--- config.mk ---
export PLATFORM = sky130hd
export DESIGN_NAME = pipe_skid_stage
export DESIGN_NICKNAME = d
export VERILOG_FILES = /design/src/rtl/pipe_skid_stage.sv
export SDC_FILE = /design/constraint.sdc
export NUM_CORES = 1
export LEC_CHECK = 0
export BUFFER_PORTS_ARGS = -buffer_cell sky130_fd_sc_hd__buf_2
export CAP_MARGIN = 20
export CORE_MARGIN = 1.5
export CORE_UTILIZATION = 49
export CTS_BUF_LIST = sky130_fd_sc_hd__clkbuf_8
export CTS_CLUSTER_DIAMETER = 60
export DETAILED_ROUTE_END_ITERATION = 8
export PLACE_DENSITY = 0.78
export SYNTH_ARGS = -nofsm -noshare
export SYNTH_HDL_FRONTEND = slang
export SYNTH_SLANG_ARGS = --single-unit
--- constraint.sdc ---
create_clock -name clk -period 1.8 [get_ports clk]
set_clock_uncertainty 0.05 [all_clocks]
set_input_delay 0.18 -clock clk [delete_from_list [all_inputs] [get_ports clk]]
set_output_delay 0.18 -clock clk [all_outputs]
set_load 0.05 [all_outputs]
--- src/rtl/pipe_skid_stage.sv ---
// Elastic pipeline stage: valid/ready handshake with a 2-entry skid buffer,
// flush, a registered reset copy and a saturating stall counter.
module pipe_skid_stage #(
  parameter int                 DATA_W    = 64,
  parameter logic [DATA_W-1:0]  RESET_VAL = '0,
  parameter int                 CNT_W     = 16
) (
  input  logic              clk,
  input  logic              reset,
  input  logic              flush,
  input  logic              in_valid,
  output logic              in_ready,
  input  logic [DATA_W-1:0] in_data,
  input  logic              in_nop,
  output logic              out_valid,
  input  logic              out_ready,
  output logic [DATA_W-1:0] out_data,
  output logic              out_nop,
  output logic              reset_out,
  output logic [1:0]        occupancy,
  output logic [CNT_W-1:0]  stall_cnt
);

  typedef enum logic [1:0] {EMPTY = 2'd0, BUSY = 2'd1, FULL = 2'd2} state_e;

  state_e             state_q, state_d;
  logic [DATA_W-1:0]  main_data_q, main_data_d, skid_data_q, skid_data_d;
  logic               main_nop_q, main_nop_d, skid_nop_q, skid_nop_d;
  logic [CNT_W-1:0]   stall_cnt_q, stall_cnt_d;
  logic               reset_out_q;
  logic               in_fire, out_fire;

  // in_ready decodes the state register only, so it never depends on out_ready.
  assign in_ready  = (state_q != FULL) && !reset;
  assign out_valid = (state_q != EMPTY);
  assign in_fire   = in_valid && in_ready;
  assign out_fire  = out_valid && out_ready;
  assign out_data  = main_data_q;
  assign out_nop   = main_nop_q;
  assign reset_out = reset_out_q;
  assign stall_cnt = stall_cnt_q;

  always_comb begin
    occupancy = 2'd0;
    case (state_q)
      BUSY:    occupancy = 2'd1;
      FULL:    occupancy = 2'd2;
      default: occupancy = 2'd0;
    endcase
  end

  always_comb begin
    state_d     = state_q;
    main_data_d = main_data_q;
    main_nop_d  = main_nop_q;
    skid_data_d = skid_data_q;
    skid_nop_d  = skid_nop_q;
    stall_cnt_d = stall_cnt_q;

    case (state_q)
      EMPTY: if (in_fire) begin
        state_d     = BUSY;
        main_data_d = in_data;
        main_nop_d  = in_nop;
      end
      BUSY: begin
        if (in_fire && out_fire) begin
          main_data_d = in_data;
          main_nop_d  = in_nop;
        end else if (in_fire) begin
          state_d     = FULL;
          skid_data_d = in_data;
          skid_nop_d  = in_nop;
        end else if (out_fire) begin
          state_d = EMPTY;
        end
      end
      FULL: if (out_fire) begin
        state_d     = BUSY;
        main_data_d = skid_data_q;
        main_nop_d  = skid_nop_q;
      end
      default: state_d = EMPTY;
    endcase

    // Squash overrides everything; an out_fire this cycle still counts downstream.
    if (flush) begin
      state_d     = EMPTY;
      main_data_d = RESET_VAL;
      main_nop_d  = 1'b0;
      skid_data_d = RESET_VAL;
      skid_nop_d  = 1'b0;
    end

    if (out_valid && !out_ready && (stall_cnt_q != {CNT_W{1'b1}}))
      stall_cnt_d = stall_cnt_q + CNT_W'(1);
  end

  always_ff @(posedge clk) begin
    reset_out_q <= reset;
    if (reset) begin
      state_q     <= EMPTY;
      main_data_q <= RESET_VAL;
      main_nop_q  <= 1'b0;
      skid_data_q <= RESET_VAL;
      skid_nop_q  <= 1'b0;
      stall_cnt_q <= '0;
    end else begin
      state_q     <= state_d;
      main_data_q <= main_data_d;
      main_nop_q  <= main_nop_d;
      skid_data_q <= skid_data_d;
      skid_nop_q  <= skid_nop_d;
      stall_cnt_q <= stall_cnt_d;
    end
  end

endmodule

==> results.py, run 1 <==
metrics = {
    "logic_synthesis": {
        "synth_edf_count": 0,
        "syn_area_um2": 5960,
        "synth_flop_cell": "dfxtp_1",
        "synth_cells": 760,
        "synth_nets": 831,
        "avgSynthCellArea_um2": 7.84,
        "async_flop_share": 0,
        "yosysSeqAreaShare": 0.500,
        "synth.distinct_cells": 39,
        "synth_seq_cells": 149,
        "yosysWarnings": 0,
    },
    "route": {
        "drc": 0,
        "first_pass_iters": 5,
        "routedWlPerCell_um": 14.8,
        "drtIter0Drc": 487,
        "totalWireLength_um": 17100,
        "drtAntennaViolNets": 0,
        "via_count": 6151,
        "viasPerCell": 5.34,
    },
    "grt": {
        "antenna_found_initial": 0,
        "grt_max_degree": 93,
        "grt_pass1_wl_um": 26400,
        "grt_pass1_vias": 5556,
        "grt.total_usage": 0.254,
        "grt_overflow": 0,
    },
    "cells_and_area": {
        "fill_cells": 898,
        "area_delta_synth_final_pct": 46.4,
        "drive_above_1_share": 0.294,
        "finalNonFillerCells": 1152,
        "final_nets": 1063,
        "final_common_cell": "nand2_1",
        "antenna_cells": 0,
        "final_cell_mix": "nand2_1 (264), buf_2 (153), dfxtp_1 (131), a21oi_1 (78), nor2_1 (71)",
    },
    "placement": {
        "gp_congestion": 0.824,
        "dpl.cell_count": 1040,
        "place.detailed.hpwl_um": 9480,
        "port_buffers": 155,
    },
    "timing": {
        "period_minus_slack_ps": 1790,
        "fin_hold_ws_ps": 56.8,
        "tightestPinTransition_ps": 455,
        "max_slew_margin": 0.697,
        "hold_viol": 0,
        "min_period_over_period": 0.992,
        "final_max_slew_viol_count": 0,
        "setup-violations-final": 0,
        "fmax_mhz": 560,
        "rsz0062_at_grt": "true",
    },
    "floorplanning": {
        "core_area_um2": 12000,
        "die_x_um": 113,
        "floorplan.die_area_um2": 12800,
        "ios": 156,
        "initial_utilization": 0.498,
        "die_h_um": 113,
        "placementRows": 40,
    },
    "setup_path": {
        "cp.arrival_ps": 2110,
        "critPathRequiredTime_ps": 2130,
        "cp-start-kind": "flip-flop",
        "cp_max_fo": 5,
        "cp-end-kind": "flip-flop",
        "worstSetupPathType": "reg2reg",
    },
    "pwr": {
        "power_switching_mw": 1.80,
        "p_seq_frac": 0.470,
        "swShare": 0.251,
        "pwr-share-comb": 0.132,
        "p_leak_nw": 3.50,
        "pwr-share-clk": 0.398,
        "p_int_mw": 5.37,
        "ir_drop_mv": 0.556,
        "pwr_density_cell_nw_per_um2": 822,
        "power_mw": 7.17,
    },
    "hold_path": {
        "hp-class": "in2reg",
    },
    "clock_tree": {
        "cts_buffers": 17,
        "clk_latency_ps": 450,
        "clockRootBuffer": "clkbuf_8",
        "path_clk_slew_ps": 80,
        "cts.sinks": 149,
        "clockBufferDepth": 2,
        "cts-htree-levels": 4,
        "cts_tree": "yes",
    },
    "outcome": {
        "status": "completed",
    },
    "job": {
        "drv_cap": 0,
    },
}
==> repair_timing <==
item	CTS	global route
hold buffers	66	0
endpoints found under the hold margin	131	0
gates cloned	0	6
gates resized for setup	9	29
pin swaps	0	26
buffers inserted	2	6
endpoints found under the setup margin	3	127
==> flip-flops by register name (all words and copies together) (netlist names) <==
register,cells
stall_cnt,16
reset_out,1
out_data,64
skid_data_q,64
out_nop,1
skid_nop_q,1
state_q,2
==> synth_stat cells (3+ instances only) <==
library cell	number	area (um2)
a21oi_1	78	390
o21ai_0	4	20.0
or4_1	5	37.5
a311oi_1	65	569
inv_1	5	18.8
o31ai_1	5	37.5
nand2_1	264	991
o41ai_1	3	26.3
buf_1	4	15.0
or3_1	6	37.5
dfxtp_1	149	2980
mux2i_1	4	40.0
clkbuf_1	45	169
or2_2	4	25.0
nand4_1	3	18.8
buf_2	12	60.1
nand3_1	6	30.0
nor2_1	74	278
nor3_1	3	15.0
==> worst max-delay path, stage by stage, from the launching register on <==
cell and delay (ps):
dfxtp_4 370, nand3_2 80, or4_4 560, or4_1 500, a21oi_1 150
==> cells by family (layout without fill, tap and decap cells) <==
| family | after synthesis | after routing | synth area share |
|---|---|---|---|
| multiplexers | 4 | 4 | 0.00672 |
| buffers and inverters | 67 | 312 | 0.0460 |
| AO/OA/AOI/OAI | 162 | 162 | 0.188 |
| XOR/XNOR | 1 | 1 | 0.00147 |
| flip-flops | 149 | 149 | 0.500 |
| AND/OR/NAND/NOR | 376 | 376 | 0.256 |
| adder cells (fa/ha/maj) | 1 | 1 | 0.00210 |
==> worst paths after layout <==
| kind | start | to | slack (ps) | depth (start not counted) |
|---|---|---|---|---|
| max | stall_cnt[10] | stall_cnt[13] | 10 | 4 |
| min | out_ready | state_q[1] | 60 | 3 |
| max reg2reg | stall_cnt[10] | stall_cnt[13] | 10 | 4 |
| min reg2reg | skid_data_q[33] | skid_data_q[33] | 410 | 2 |
==> power groups by stage <==
stage / Sequential, mW / Clock, mW / Combinational [mW]
after floorplan: 3.64 / 0 / 0.266
after global placement: 3.45 / 0 / 0.722
after detailed placement: 3.45 / 0 / 0.727
after CTS: 3.37 / 2.89 / 0.842
after global routing: 3.38 / 3.02 / 1.01
final: 3.37 / 2.85 / 0.946
==> area by class of cell <==
class                           count  area [um2]  area share
Inverter                            5        21.3     0.00244
Multi-Input combinational cell    544        2870       0.329
Clock buffer                       21         289      0.0331
Clock inverter                     11         154      0.0176
Timing Repair Buffer              275        2170       0.249
Sequential cell                   149        3040       0.348
Tap cell                          147         184      0.0211
==> per-stage QoR <==
stage	setup TNS (ps)	instance area, um2	util	setup slack [ps]
2_1_floorplan	-310	6020	-	-79.7
3_3_place_gp	0	7230	0.604	24.4
3_5_place_dp	0	7230	0.604	6.77
4_1_cts	0	8380	0.700	2.87
5_1_grt	-235	8730	0.730	-34.7
6_report	0	8730	0.730	14.7
==> layer usage <==
layer	track usage	vias up	wire, um
met4	0.115	0	414
met2	0.418	193	8600
met5	0	-	0
met1	0.326	2849	7380
li1	-	3072	-
met3	0.0487	37	676
No activity file was read; power rests on OpenSTA's default activity.
==> run 2: changes to the inputs <==
CORE_UTILIZATION = 45   (was 49)
PLACE_DENSITY = 0.84   (was 0.78)
SETUP_SLACK_MARGIN = 0.3   (was default)
==> results.py, run 2 (synthesis gave the netlist of run 1 again) <==
metrics = {
    "placement": {
        "dpl.cell_count": 1063,
        "port_buffers": 155,
        "gp_congestion": 0.804,
        "place.detailed.hpwl_um": 9950,
        "post-place-ws_ps": 7.01,
        "placed_area_um2": 7250,
    },
    "cells_and_area": {
        "finalNonFillerCells": 1272,
        "fin_util": 0.909,
        "final_common_cell": "buf_2",
        "fill_cells": 419,
        "final_area_um2": 11600,
        "multiInputGateArea_um2": 4120,
        "drive_above_1_share": 0.559,
        "seqCellArea_um2": 3040,
        "final_nets": 1155,
        "final_cell_mix": "buf_2 (151), nand2_1 (149), dfxtp_1 (131), nand2_4 (81), dlygate4sd3_1 (66)",
        "area_delta_synth_final_pct": 94.8,
    },
    "pwr": {
        "p_leak_nw": 4.84,
        "power_mw": 7.99,
        "pwr_density_cell_nw_per_um2": 688,
        "ir_drop_mv": 0.765,
    },
    "timing": {
        "max_slew_margin": 0.643,
        "tightestPinTransition_ps": 535,
        "period_minus_slack_ps": 2080,
        "setup-violations-final": 111,
        "setup_ws_ps": -277,
        "hold_viol": 0,
        "rsz0062_at_grt": "true",
        "min_period_over_period": 1.15,
        "fmax_mhz": 481,
        "final_max_slew_viol_count": 0,
    },
    "hold_path": {
        "hp-class": "in2reg",
        "min_path_cells": 2,
    },
    "setup_path": {
        "cp_max_fo": 5,
        "worstRegToRegCells": 10,
        "worstSetupPathType": "reg2reg",
        "cp-start-kind": "flip-flop",
        "critPathRequiredTime_ps": 2120,
        "cp-end-kind": "flip-flop",
        "cp.arrival_ps": 2400,
    },
    "grt": {
        "busiest_layer": "met2",
        "met1_usage": 0.355,
        "grt_pass1_wl_um": 36200,
        "use_met2": 0.582,
        "grt.total_usage": 0.332,
        "antenna_found_initial": 3,
        "met3_usage": 0.0930,
        "grt_max_degree": 40,
        "grt_pass1_vias": 7032,
        "grt_overflow": 0,
    },
    "clock_tree": {
        "clk_latency_ps": 490,
        "path_clk_slew_ps": 100,
        "clockRootBuffer": "clkbuf_8",
        "cts_tree": "yes",
        "cts_buffers": 17,
        "clockBufferDepth": 2,
        "cts-htree-levels": 4,
        "cts.sinks": 149,
    },
    "route": {
        "drtAntennaViolNets": 0,
        "via_count": 8175,
        "drtIter0Drc": 977,
        "viasPerCell": 6.43,
        "first_pass_iters": 5,
        "drc": 0,
        "totalWireLength_um": 33600,
        "routedWlPerCell_um": 26.4,
    },
    "floorplanning": {
        "ios": 156,
        "placementRows": 41,
        "floorplan.die_area_um2": 13900,
        "initial_utilization": 0.467,
        "core_area_um2": 12800,
        "die_x_um": 118,
        "die_h_um": 118,
    },
    "outcome": {
        "violations": "negative setup slack",
        "status": "finished, violations left",
    },
    "job": {
        "drv_cap": 0,
    },
}
==> run 2: changes by cell type in the layout (fill, tap and decap cells not counted), moves of 15 or more <==
cell / delta
nand2_2: +34
nand2_4: +81
nor2_1: -31
buf_6: +22
a21oi_2: +64
a21oi_1: -64
buf_12: +17
nand2_1: -115
buf_4: +20
buf_16: +22
nor2_4: +16
nor2_2: +15
==> run 2: final timing paths <==
kind / from / end / slack (ps)
hold reg to reg: skid_data_q[29] / skid_data_q[29] / 430
hold / removal: reset / reset_out / 110
setup reg to reg: state_q[1] / skid_data_q[48] / -280
setup / recovery: state_q[1] / skid_data_q[48] / -280
==> run 2: final cells by class <==
| class | count | area share |
|---|---|---|
| sequential | 149 | 0.262 |
| clock inverter | 11 | 0.0155 |
| antenna | 3 | 0.000646 |
| timing repair buffer | 367 | 0.322 |
| clock buffer | 21 | 0.0249 |
| multi-input combinational | 544 | 0.355 |
| inverter | 5 | 0.00226 |
| tap | 172 | 0.0185 |
==> run 2: power breakdown <==
part | total [mW] | switching, mW | internal [mW]
combinational | 1.41 | 0.809 | 0.601
sequential | 3.39 | 0.0560 | 3.34
clock | 3.19 | 1.40 | 1.78
total | 7.99 | 2.27 | 5.72
==> run 2: timing repair <==
item / 4_1_cts / 5_1_grt
cloned: 25 / 8
pin swaps: 59 / 140
hold buffers: 66 / 0
hold endpoints to repair: 131 / 0
setup endpoints to repair: 150 / 150
gates resized for setup: 164 / 298
buffers inserted: 38 / 37
==> run 2: critical path: stages, from the launching register on <==
cell,delay [ps]
dfxtp_2,340
buf_6,130
nand3b_1,190
buf_6,150
nor3_4,200
buf_6,140
buf_6,110
buf_8,130
buf_16,140
nand2_4,70
a21oi_2,280
==> run 2: per-stage QoR <==
stage | hold WS, ps | setup TNS [ps]
detailed placement | 389 | 0
global route | 114 | -12960
finish | 113 | -7870
floorplan | 158 | -281
global placement | 382 | 0
CTS | 90.7 | 0
==> run 2: metal layers <==
layer | wire length [um] | up-vias | share of wire
li1 | - | 3281 | -
met2 | 15900 | 774 | 0.47
met5 | 0 | - | 0
met3 | 3610 | 346 | 0.11
met1 | 10400 | 3774 | 0.31
met4 | 3720 | 0 | 0.11
